==> config.mk <==
export PLATFORM = sky130hd
export DESIGN_NAME = lane_req_sync_flat
export DESIGN_NICKNAME = d
export VERILOG_FILES = /design/src/rtl/lane_req_sync_if.sv /design/src/rtl/lane_req_sync.sv /design/src/flat_wrapper.sv
export SDC_FILE = /design/constraint.sdc
export NUM_CORES = 1
export LEC_CHECK = 0
export CAP_MARGIN = 10
export CORE_MARGIN = 2
export CORE_UTILIZATION = 30
export DETAILED_ROUTE_END_ITERATION = 12
export PLACE_DENSITY = 0.57
export SKIP_LAST_GASP = 1
export SLEW_MARGIN = 20
export SYNTH_ARGS = -nofsm -noshare
export SYNTH_HDL_FRONTEND = slang
export SYNTH_SLANG_ARGS = --single-unit
==> constraint.sdc <==
create_clock -name clk_i -period 6.62 [get_ports clk_i]
set_input_delay 1.655 -clock clk_i [delete_from_list [all_inputs] [get_ports clk_i]]
set_output_delay 1.655 -clock clk_i [all_outputs]
set_load 0.01 [all_outputs]
==> src/rtl/lane_req_sync_if.sv <==
// Launcher/lane side signals of lane_req_sync: broadcast request path and VFU done path.
interface lane_req_sync_if #(
  parameter int unsigned NrLane    = 4,
  parameter int unsigned DataWidth = 64,
  parameter int unsigned NrVfu     = 3,
  parameter int unsigned IdWidth   = 3
);
  logic                                         req_valid_i;
  logic                                         req_ready_o;
  logic [DataWidth-1:0]                         req_data_i;
  logic [NrLane-1:0]                            lane_valid_o;
  logic [NrLane-1:0]                            lane_ready_i;
  logic [NrLane-1:0][DataWidth-1:0]             lane_data_o;
  logic [NrLane-1:0][NrVfu-1:0]                 done_i;
  logic [NrLane-1:0][NrVfu-1:0][IdWidth-1:0]    done_id_i;
  logic [NrLane-1:0][NrVfu-1:0]                 done_gnt_o;
  logic [NrVfu-1:0]                             done_o;
  logic [NrVfu-1:0][IdWidth-1:0]                done_id_o;
  logic [NrVfu-1:0]                             done_gnt_i;
  logic [NrVfu-1:0]                             id_mismatch_o;

  // Launcher and lanes drive the inputs of the synchroniser.
  modport master (
    output req_valid_i, req_data_i, lane_ready_i, done_i, done_id_i, done_gnt_i,
    input  req_ready_o, lane_valid_o, lane_data_o, done_gnt_o, done_o, done_id_o,
           id_mismatch_o
  );

  modport slave (
    input  req_valid_i, req_data_i, lane_ready_i, done_i, done_id_i, done_gnt_i,
    output req_ready_o, lane_valid_o, lane_data_o, done_gnt_o, done_o, done_id_o,
           id_mismatch_o
  );
endinterface

==> src/rtl/lane_req_sync.sv <==
// Buffered launcher-to-lane synchroniser: per-lane request FIFOs plus per-VFU
// completion gathering with a lane-ID consistency check.
module lane_req_sync #(
  parameter int unsigned NrLane    = 4,
  parameter int unsigned DataWidth = 64,
  parameter int unsigned Depth     = 2,
  parameter int unsigned NrVfu     = 3,
  parameter int unsigned IdWidth   = 3
) (
  input logic           clk_i,
  input logic           rst_i,
  lane_req_sync_if.slave bus
);
  localparam int unsigned PtrW = (Depth > 1) ? $clog2(Depth) : 1;
  localparam int unsigned CntW = $clog2(Depth + 1);
  localparam logic [PtrW-1:0] LastPtr = PtrW'(Depth - 1);
  localparam logic [CntW-1:0] FullCnt = CntW'(Depth);

  logic [DataWidth-1:0] mem    [NrLane][Depth];
  logic [PtrW-1:0]      wr_ptr [NrLane];
  logic [PtrW-1:0]      rd_ptr [NrLane];
  logic [CntW-1:0]      cnt    [NrLane];

  logic                             all_space;
  logic                             push;
  logic [NrLane-1:0]                pop;
  logic [NrLane-1:0]                lane_valid;
  logic [NrLane-1:0][DataWidth-1:0] lane_data;

  function automatic logic [PtrW-1:0] next_ptr(input logic [PtrW-1:0] p);
    return (p == LastPtr) ? '0 : p + PtrW'(1);
  endfunction

  // Ready only looks at registered counts so lanes never feed back into the launcher.
  always_comb begin
    all_space  = 1'b1;
    lane_valid = '0;
    lane_data  = '0;
    pop        = '0;
    for (int l = 0; l < NrLane; l++) begin
      if (cnt[l] == FullCnt) all_space = 1'b0;
      lane_valid[l] = (cnt[l] != '0) && !rst_i;
      lane_data[l]  = mem[l][rd_ptr[l]];
      pop[l]        = lane_valid[l] && bus.lane_ready_i[l];
    end
  end

  assign bus.req_ready_o  = !rst_i && all_space;
  assign push             = bus.req_valid_i && bus.req_ready_o;
  assign bus.lane_valid_o = lane_valid;
  assign bus.lane_data_o  = lane_data;

  always_ff @(posedge clk_i) begin
    if (rst_i) begin
      for (int l = 0; l < NrLane; l++) begin
        wr_ptr[l] <= '0;
        rd_ptr[l] <= '0;
        cnt[l]    <= '0;
      end
    end else begin
      for (int l = 0; l < NrLane; l++) begin
        if (push)   wr_ptr[l] <= next_ptr(wr_ptr[l]);
        if (pop[l]) rd_ptr[l] <= next_ptr(rd_ptr[l]);
        case ({push, pop[l]})
          2'b10:   cnt[l] <= cnt[l] + CntW'(1);
          2'b01:   cnt[l] <= cnt[l] - CntW'(1);
          default: cnt[l] <= cnt[l];
        endcase
      end
    end
  end

  // Payload storage carries no reset; validity comes from the counts.
  always_ff @(posedge clk_i) begin
    if (push) begin
      for (int l = 0; l < NrLane; l++) mem[l][wr_ptr[l]] <= bus.req_data_i;
    end
  end

  logic [NrLane-1:0][NrVfu-1:0]              col;
  logic [NrLane-1:0][NrVfu-1:0][IdWidth-1:0] cid;
  logic [NrLane-1:0][NrVfu-1:0]              gnt;
  logic [NrVfu-1:0]                          done_all;
  logic [NrVfu-1:0]                          id_diff;
  logic [NrVfu-1:0]                          ack;
  logic [NrVfu-1:0]                          mismatch_q;
  logic [NrVfu-1:0][IdWidth-1:0]             done_id;

  // A lane is granted once per collection round; the round closes on the launcher ack.
  always_comb begin
    gnt      = '0;
    done_all = '1;
    id_diff  = '0;
    done_id  = '0;
    for (int v = 0; v < NrVfu; v++) begin
      done_id[v] = cid[0][v];
      for (int l = 0; l < NrLane; l++) begin
        gnt[l][v] = bus.done_i[l][v] && !col[l][v] && !rst_i;
        if (!col[l][v]) done_all[v] = 1'b0;
        if (cid[l][v] != cid[0][v]) id_diff[v] = 1'b1;
      end
    end
    if (rst_i) done_all = '0;
  end

  assign ack               = done_all & bus.done_gnt_i;
  assign bus.done_gnt_o    = gnt;
  assign bus.done_o        = done_all;
  assign bus.done_id_o     = done_id;
  assign bus.id_mismatch_o = rst_i ? '0 : mismatch_q;

  always_ff @(posedge clk_i) begin
    if (rst_i) begin
      col        <= '0;
      mismatch_q <= '0;
    end else begin
      for (int v = 0; v < NrVfu; v++) begin
        for (int l = 0; l < NrLane; l++) begin
          if (ack[v])         col[l][v] <= 1'b0;
          else if (gnt[l][v]) col[l][v] <= 1'b1;
        end
      end
      mismatch_q <= mismatch_q | (ack & id_diff);
    end
  end

  always_ff @(posedge clk_i) begin
    for (int l = 0; l < NrLane; l++) begin
      for (int v = 0; v < NrVfu; v++) begin
        if (gnt[l][v]) cid[l][v] <= bus.done_id_i[l][v];
      end
    end
  end
endmodule

==> src/flat_wrapper.sv <==
// flat-port wrapper written by rule: the top's interface ports become plain ports
module lane_req_sync_flat 
#(
  parameter int unsigned NrLane    = 4,
  parameter int unsigned DataWidth = 64,
  parameter int unsigned Depth     = 2,
  parameter int unsigned NrVfu     = 3,
  parameter int unsigned IdWidth   = 3
)
  (clk_i, rst_i, bus_req_valid_i, bus_req_data_i, bus_lane_ready_i, bus_done_i, bus_done_id_i, bus_done_gnt_i, bus_req_ready_o, bus_lane_valid_o, bus_lane_data_o, bus_done_gnt_o, bus_done_o, bus_done_id_o, bus_id_mismatch_o);
  lane_req_sync_if #(.NrLane(NrLane), .DataWidth(DataWidth), .NrVfu(NrVfu), .IdWidth(IdWidth)) bus_i ();
  input logic clk_i;
  input logic rst_i;
  input wire logic [$bits(bus_i.req_valid_i)-1:0] bus_req_valid_i;
  input wire logic [$bits(bus_i.req_data_i)-1:0] bus_req_data_i;
  input wire logic [$bits(bus_i.lane_ready_i)-1:0] bus_lane_ready_i;
  input wire logic [$bits(bus_i.done_i)-1:0] bus_done_i;
  input wire logic [$bits(bus_i.done_id_i)-1:0] bus_done_id_i;
  input wire logic [$bits(bus_i.done_gnt_i)-1:0] bus_done_gnt_i;
  output wire logic [$bits(bus_i.req_ready_o)-1:0] bus_req_ready_o;
  output wire logic [$bits(bus_i.lane_valid_o)-1:0] bus_lane_valid_o;
  output wire logic [$bits(bus_i.lane_data_o)-1:0] bus_lane_data_o;
  output wire logic [$bits(bus_i.done_gnt_o)-1:0] bus_done_gnt_o;
  output wire logic [$bits(bus_i.done_o)-1:0] bus_done_o;
  output wire logic [$bits(bus_i.done_id_o)-1:0] bus_done_id_o;
  output wire logic [$bits(bus_i.id_mismatch_o)-1:0] bus_id_mismatch_o;
  assign bus_i.req_valid_i = bus_req_valid_i;
  assign bus_i.req_data_i = bus_req_data_i;
  assign bus_i.lane_ready_i = bus_lane_ready_i;
  assign bus_i.done_i = bus_done_i;
  assign bus_i.done_id_i = bus_done_id_i;
  assign bus_i.done_gnt_i = bus_done_gnt_i;
  assign bus_req_ready_o = bus_i.req_ready_o;
  assign bus_lane_valid_o = bus_i.lane_valid_o;
  assign bus_lane_data_o = bus_i.lane_data_o;
  assign bus_done_gnt_o = bus_i.done_gnt_o;
  assign bus_done_o = bus_i.done_o;
  assign bus_done_id_o = bus_i.done_id_o;
  assign bus_id_mismatch_o = bus_i.id_mismatch_o;
  lane_req_sync #(.NrLane(NrLane), .DataWidth(DataWidth), .Depth(Depth), .NrVfu(NrVfu), .IdWidth(IdWidth)) u_core (.clk_i(clk_i), .rst_i(rst_i), .bus(bus_i));
endmodule
[Yosys cells after proc, flatten, opt, wreduce, memory -nomap -nowiden]
Memory sizes are Yosys's and may differ from the RTL's.
Cells that the tools add are included.
Storage, ports and cells
  bits in registers: 51
  bits in writable memories: 528
  bits of input ports: 122
  output and inout bits: 288
  logic and storage cells: 303
  memories: 4
Cells by class
  add/sub/neg operators: 16
  order comparisons: 12
  equal/unequal tests: 21
  multiplexer cells: 132
  bitwise logic cells: 31
  reductions and logical operators: 62
Memory list
  u_core.mem: depth 4, bits a word 128, rd ports 4, clocked after memory_dff 0, wr ports 4, line lane_req_sync.sv:19  | logic [DataWidth-1:0] mem [NrLane][Depth];
  u_core.cnt: depth 4, bits a word 2, rd ports 4, clocked after memory_dff 0, wr ports 4, line lane_req_sync.sv:22  | logic [CntW-1:0] cnt [NrLane];
  u_core.rd_ptr: depth 4, bits a word 1, rd ports 4, clocked after memory_dff 0, wr ports 4, line lane_req_sync.sv:21  | logic [PtrW-1:0] rd_ptr [NrLane];
  u_core.wr_ptr: depth 4, bits a word 1, rd ports 4, clocked after memory_dff 0, wr ports 4, line lane_req_sync.sv:20  | logic [PtrW-1:0] wr_ptr [NrLane];
Operators with widths (number)
  2-to-1 mux 64 bit: 16
  2-to-1 mux 128 bit: 4
  demux 64 bit (select 1 bit): 4
  2-to-1 mux 1 bit: 94
  logical AND 1 bit: 38
  inequality test 3 bit: 9
  2-to-1 mux 2 bit: 12
  OR 1 bit: 20
  equality test 2 bit, second input constant: 8
  greater-or-equal comparator 2 bit, second input constant: 8
  inverter 1 -> 2 bit: 8
  OR reduction 2 bit: 7
  logical NOT 1 bit: 13
  adder 1 bit, second input constant: 8
  adder 2 x 1 -> 2 bit, second input constant: 4
  equality test 2 x 1 -> 1 bit, second input constant: 4
  < comparator 2 x 1 -> 1 bit, second input constant: 4
  nonzero test 2 bit: 4
  subtractor 2 x 1 -> 2 bit, second input constant: 4
  bitwise AND 3 bit: 2
  2-to-1 mux 3 bit: 2
  OR 3 bit: 1

[Depth between registers and ports, before layout]
Gate-level depths: netlist of run 1.
  word-level depth: 14
  depth in mapped cells: 10
  mapped depth without buffers: 9

[Worst setup path after synthesis of run 1]
OpenSTA, ideal clock, no wires.
  path type: input-to-reg
  from: input port rst_i
  to: memory u_core.mem[0][0] (netlist bit) (enable)
  setup time: 0.565 ns
  arrival time: 6.597 ns
  data required time: 6.055 ns
  slack: -0.542 ns
  stages: 5
  path buffers: 2
  cell sequence: buf_2 nor2_2 nand4_2 buf_2 nor3_1
RTL lines
  from (decl): line flat_wrapper.sv:13  | input logic rst_i;
  to (decl): line lane_req_sync.sv:19

[Worst setup path after layout of run 1]
  from: input port rst_i
  to: output port bus_done_gnt_o[4]
Between the ends
  cells in the longest elaborated chain, start to end: 2
RTL lines
  logical NOT 1 bit: line lane_req_sync.sv:98  | gnt[l][v] = bus.done_i[l][v] && !col[l][v] && !rst_i;
  logical AND 1 bit: line lane_req_sync.sv:98
  to (decl): line flat_wrapper.sv:23  | output wire logic [$bits(bus_i.done_gnt_o)-1:0] bus_done_gnt_o;
Every way passes these cells.

==> impl_results.md, run 1 <==
* Inserted Clock Buffers at 66
* CP Capture Type: output pin
* Global-route wire length before repair at 78100 um
* Slowest CP cell: clkdlybuf4s50_1
* Post-synthesis average cell area at 20.6 um2
* Setup crit start kind: input port
* Reg2Reg Setup Slack at 4270 ps
* Worst reg-to-reg path cell count at 9
* Post-route DRC at 0
* Clk Latency, worst-skew pair at 580 ps
* Status: complete, no violations
* Filler Cells Inserted at 6212
* Sink Count at 579
* Die Height at 271 um
* Area occupied by multi-input gates at 3900 um2
* Fin crit share at 84.5%
* Max Clk Rate at 0.179 GHz
* Worst path required time at 4970 ps
* Root Driver: clkbuf_16
* Drt first pass iters at 4
* # resized after CTS at 0
* H-tree levels at 3
* Mapped Cells at 1037
* CTS tree: yes
* Vias at 11.1k
* Leak at 9.39 nW
* WP buf/inv at 3
* Hpwl dp at 33200 um
* Max-Cap Viols at 0
* Post-synth ARST share at 0%
* Postcts setup bufs at 0
* Pre-CTS setup slack at 1050 ps
* First DRT Iteration DRCs at 614
* Die W at 271 um
* RSZ-0062 raised after global routing: false
* Mapped cell area at 21400 um2
* Sequence of cells on the critical path: clkdlybuf4s50_1 -> buf_12 -> nor3b_1 -> clkdlybuf4s50_1
* Tmin final at 5590 ps
* Yosys reg bits at 579
* Arrival time worst endpoint at 3940 ps
* Setup TNS at 0 ps
* Synthesized Nets at 1169
* R2R Path End: u_core.cnt[0][5]
* Crit path largest cell delay at 680 ps
* Pin count of the biggest net entering global routing at 65
* Hold Crit Class: reg -> reg
* Synth warnings at 0
* FP Rows at 97
* Area of the core at 70300 um2
* EDFF count, synth at 564
* Hold_buf cts at 0
* Antenna viol nets, final at 0
* Vias in the first global route at 12.1k
* Critical Path End: bus_done_gnt_o[4]
* Input/output buffers at 409
* Worst IR drop on VDD at 0.163 mV
* Vias per cell at 4.45
* Reg clk slew, reported paths at 60 ps
* CP dominant cell by count: clkdlybuf4s50_1
* Crit-path leading delay family: buffers and inverters
* Max_slew headroom at 48.9%
* Worst-margin pin slew at 766 ps
* CP Launch Point: rst_i
* Pwr dens at 296 nW/um2
* Ratio of cells with drive above 1 in the final layout at 25.4%
* Avg WL per Cell at 21.3 um
* Final core utilization at 41.0%
* Predominant post-synthesis flop cell: edfxtp_1
* R2R Path Start: u_core.cnt[0][6]
* Worst path depth at 4
* Die area at 73400 um2
* Initial antenna violation count at 1
* Sequential area share after synthesis at 80.6%
* CP Class: in -> out
* Total power at 8.54 mW
* Crit path max fanout at 37
* Total Wirelength at 53100 um
* Total GRT Usage at 14.4%
* GR Overflow Total at 0
* Clock Skews at 19.4 ps
* Slew Limit Fails at 0
* Final setup violation count at 0
* Deepest clock path buffer count at 3
* Routability congestion estimate at 0.792
* P&R area growth vs syn at 34.8%
* Setup ws final at 1030 ps
* Unique cell type count in the Yosys netlist at 29
* Top Ports at 410
* Initial core utilization at 30.4%
* Fin nets at 1627
* Register area at 17200 um2
* Final hold viol count at 0
==> per-layer routing <==
layer | global-route usage, % | up-vias | wire, um
met5 | 0 | - | 11
met4 | 3.47 | 2 | 755
met3 | 4.77 | 67 | 4030
met2 | 24.1 | 362 | 25800
met1 | 17.9 | 5612 | 22400
li1 | - | 5028 | -
==> power breakdown <==
part           switching [mW]  total [mW]  internal (mW)
combinational           0.395       0.800          0.405
sequential             0.0359        4.19           4.15
clock                    1.43        3.55           2.11
==> per-stage QoR <==
stage	instances	cell area (um2)	hold slack (ps)
after floorplan	1037	21400	455
after global placement	2367	26700	476
after detailed placement	2367	26700	483
after CTS	2489	28800	497
after global routing	2489	28800	521
final	2490	28800	499
==> cells by family (layout without fill, tap and decap cells) <==
family	after synthesis	in the layout	share of synthesized area [%]
AOI/OAI and AO/OA	38	38	1.23
xor gates and xnor gates	3	3	0.123
adders and majority gates	10	10	0.585
buffers and inverters	56	568	1.32
DFF	579	579	80.6
muxes	257	257	13.5
other	0	1	0
and+or+nand+nor	94	94	2.58
==> flip-flops by register name (all words and copies together), names as in the netlist <==
register,flops
u_core.bus.done_id_o,9
u_core.cid,27
u_core.cnt,8
u_core.col,12
u_core.mem,512
u_core.mismatch_q,3
u_core.rd_ptr,4
u_core.wr_ptr,4
==> worst min path at each step <==
stage / from / end / slack [ps] / cells after the start
floorplan: u_core.col[11] / u_core.col[11] / 460 / 1
global placement: u_core.col[10] / u_core.col[10] / 480 / 1
detailed placement: u_core.col[1] / u_core.col[1] / 480 / 1
CTS: u_core.col[10] / u_core.col[10] / 500 / 1
global route: u_core.col[11] / u_core.col[11] / 520 / 1
finish: u_core.col[1] / u_core.col[1] / 500 / 1
==> Yosys cell counts (5+ instances only) <==
cell type	n	area, um2
buf_2	30	150
nor3b_1	12	90.1
edfxtp_1	564	16900
nand2b_1	8	50.1
o21bai_1	5	37.5
inv_1	12	45.0
a21oi_1	12	60.1
or4_1	9	67.6
nor2_1	14	52.6
mux2_2	257	2890
o21a_1	12	90.1
nand4_1	9	56.3
ha_1	10	125
nor3_1	19	95.1
dfxtp_1	15	300
buf_4	9	67.6
nor2b_1	6	37.5
nand2_1	7	26.3
==> area by class of cell <==
cell class / instances / share of cell area (%)
Sequential cell: 579 / 59.8
Timing Repair Buffer: 434 / 15.0
Clock buffer: 81 / 6.14
Tap cell: 940 / 4.08
Antenna cell: 1 / 0.00868
Multi-Input combinational cell: 402 / 13.5
Inverter: 12 / 0.156
Clock inverter: 41 / 1.29
==> cells in the final DEF, fill, tap and decap left out, drive strengths merged, types with 5 or more instances in the layout <==
cell type	n
a21oi	12
buf	25
bufinv	5
clkbuf	81
clkdlybuf4s50	409
clkinv	28
dfxtp	15
edfxtp	564
ha	10
inv	17
mux2	257
nand2	7
nand2b	8
nand4	10
nor2	15
nor2b	6
nor3	19
nor3b	12
o21a	12
o21bai	5
or4	9
==> worst reg2reg max path, delay by kind of cell, from the launching register on <==
kind / cells / cell delay, ps
DFF: 1 / 350
buffers and inverters: 2 / 280
adders and majority gates: 2 / 470
and+or+nand+nor: 4 / 940
AOI/OAI and AO/OA: 1 / 150
Power figures use the tool's default switching activity.
==> run 2, diff against run 1 <==
- clock period: 6.62 -> 4.6 ns (I/O delays scaled with it)
==> impl_results.md, run 2 (same netlist as run 1, synthesis figures left out) <==
* Clk pwr share at 39.8% (-1.7 points)
* Pin count of the biggest net entering global routing at 65 (unchanged)
* Final hold viol count at 0 (unchanged)
* Worst path required time at 3450 ps (-1520 ps)
* Initial core utilization at 30.4% (unchanged)
* Final core utilization at 41.0% (about the same)
* Slew Limit Fails at 0 (unchanged)
* Area of the core at 70300 um2 (unchanged)
* Root Driver: clkbuf_16
* Vias at 11.2k (+1.2%)
* Reg2Reg Setup Slack at 2220 ps (-2050 ps)
* CP Capture Type: output pin
* Net Switching at 2.59 mW (+39%)
* Initial antenna violation count at 1 (unchanged)
* Fin cells at 2485 (-0.20%)
* Diodes inserted at 0 (-1)
* Tmin final at 4150 ps
* Crit path max fanout at 7 (-81%)
* Hold depth at 1 (unchanged)
* Avg WL per Cell at 21.1 um (-0.86%)
* Hold Path Sink: u_core.col[6]
* CP dominant cell by count: clkdlybuf4s50_1
* Total GRT Usage at 13.9% (-0.42 points)
* Ratio of cells with drive above 1 in the final layout at 25.2% (-0.13 points)
* Deepest clock path buffer count at 3 (unchanged)
* H-tree levels at 2 (-1)
* Switching share of power at 21.7% (-0.16 points)
* Setup crit start kind: input port
* Input/output buffers at 409 (unchanged)
* Worst reg-to-reg path cell count at 8 (-1)
* Worst-margin pin slew at 837 ps (+70.7 ps)
* Hold path start: u_core.col[6]
* Inserted Clock Buffers at 61 (-7.6%)
* Hold Crit Class: reg -> reg
* Pwr dens at 415 nW/um2 (+40%)
* Max Clk Rate at 0.241 GHz
* Drt first pass iters at 4 (unchanged)
* Fin nets at 1628 (+0.061%)
* Routability congestion estimate at 0.787 (-0.57%)
* Clk Latency, worst-skew pair at 600 ps (+20 ps)
* P&R area growth vs syn at 34.7% (about the same)
* Pre-CTS setup slack at 453 ps (-599 ps)
* Slowest CP cell: clkdlybuf4s50_1
* Die area at 73400 um2 (unchanged)
* Global-route wire length before repair at 76800 um (-1.7%)
* Fin crit share at 90.3%
* Clock Skews at 16.8 ps (-2.60 ps)
* Die W at 271 um (unchanged)
* FP Rows at 97 (unchanged)
* Sequence of cells on the critical path: clkdlybuf4s50_1 -> nor3b_1 -> clkdlybuf4s50_1
* Vias in the first global route at 12.0k (-0.78%)
* Reg clk slew, reported paths at 60 ps (about the same)
* Leak at 9.38 nW (about the same)
* GR Overflow Total at 0 (unchanged)
* R2R Path Start: u_core.cnt[0][7]
* Worst IR drop on VDD at 0.296 mV (+81%)
* R2R Path End: u_core.cnt[0][3]
* Sequential Power Share at 50.4% (+1.3 points)
* Arrival time worst endpoint at 3000 ps (-940 ps)
* Max_slew headroom at 44.2% (-4.8 points)
* CTS tree: yes
* Postcts setup bufs at 0 (unchanged)
* Setup ws final at 447 ps (-582 ps)
* Post-route DRC at 0 (unchanged)
* Commonest cells after routing, fill and taps aside: edfxtp_1, clkdlybuf4s50_1, mux2_2
* Combinational share of power at 9.8% (+0.4 points)
* Die Height at 271 um (unchanged)
* Max reg flops at 512 (unchanged)
* Inst Count DP at 2373 (+0.25%)
* Sink Count at 579 (unchanged)
* Max-Cap Viols at 0 (unchanged)
* Internal power at 9.37 mW (+40%)
* Hold_buf cts at 0 (unchanged)
* Hpwl dp at 32400 um (-2.6%)
* Antenna viol nets, final at 0 (unchanged)
* First DRT Iteration DRCs at 596 (-2.9%)
* Commonest non-fill, non-tap cell in the layout: edfxtp_1
* # resized after CTS at 0 (unchanged)
* Setup TNS at 0 ps (unchanged)
* Total Wirelength at 52500 um (-1.1%)
* Vias per cell at 4.51 (+1.4%)
* Top Ports at 410 (unchanged)
* Status: complete, no violations
* RSZ-0062 raised after global routing: false
* CP Class: in -> out
* Final setup violation count at 0 (unchanged)
* Crit path largest cell delay at 660 ps (-20 ps)
-- run 2: cell count changes in the layout (fill, tap and decap cells not counted), moves of 4 or more --
cell / delta
nor3_2: -6
nor3_4: +6
clkinv_1: -4
buf_12: +7
clkbuf_16: -7
clkbuf_8: +7
-- run 2: routing by layer --
layer | share of wire [%] | GRT usage [%] | up-vias
met2 | 49 | 23.7 | 344
li1 | - | - | 5030
met4 | 1.5 | 3.10 | 2
met3 | 7.0 | 4.00 | 72
met1 | 42 | 17.6 | 5751
met5 | 0.025 | 0 | -
-- run 2: layout make-up --
cell class	instances	area (um2)
clock buffer	84	1700
clock inverter	28	249
fill	6285	41500
inverter	12	45.0
multi-input combinational	402	3940
sequential	579	17200
tap	940	1180
timing repair buffer	440	4450
-- run 2: power groups by stage --
stage / clock (mW) / sequential [mW] / combinational, mW
finish: 4.76 / 6.03 / 1.17
global route: 5.10 / 6.04 / 1.25
CTS: 4.90 / 6.03 / 1.20
detailed placement: 0 / 6.14 / 1.19
global placement: 0 / 6.13 / 1.18
floorplan: 0 / 6.14 / 0.497
-- run 2: worst max-delay path, delay by kind of cell --
| kind | cells | cell delay (ps) |
|---|---|---|
| buffers and inverters | 2 | 1250 |
| AND/OR/NAND/NOR | 1 | 600 |
-- run 2: worst max path at each step --
| stage | start | to | slack (ps) | depth (start not counted) |
|---|---|---|---|---|
| CTS | rst_i | bus_done_gnt_o[6] | 430 | 3 |
| finish | rst_i | bus_done_gnt_o[6] | 450 | 3 |
| detailed placement | rst_i | bus_done_gnt_o[6] | 450 | 3 |
| global route | rst_i | bus_done_gnt_o[6] | 330 | 3 |
| global placement | rst_i | bus_done_gnt_o[6] | 480 | 3 |
| floorplan | rst_i | u_core.mem[2][100] | -1890 | 4 |
-- run 2: through the flow --
| step | power, mW | hold slack (ps) | instance area (um2) |
|---|---|---|---|
| detailed placement | 7.33 | 480 | 26800 |
| floorplan | 6.63 | 455 | 21400 |
| finish | 12.0 | 494 | 28800 |
| global placement | 7.32 | 477 | 26800 |
| CTS | 12.1 | 491 | 28800 |
| global route | 12.4 | 519 | 28800 |
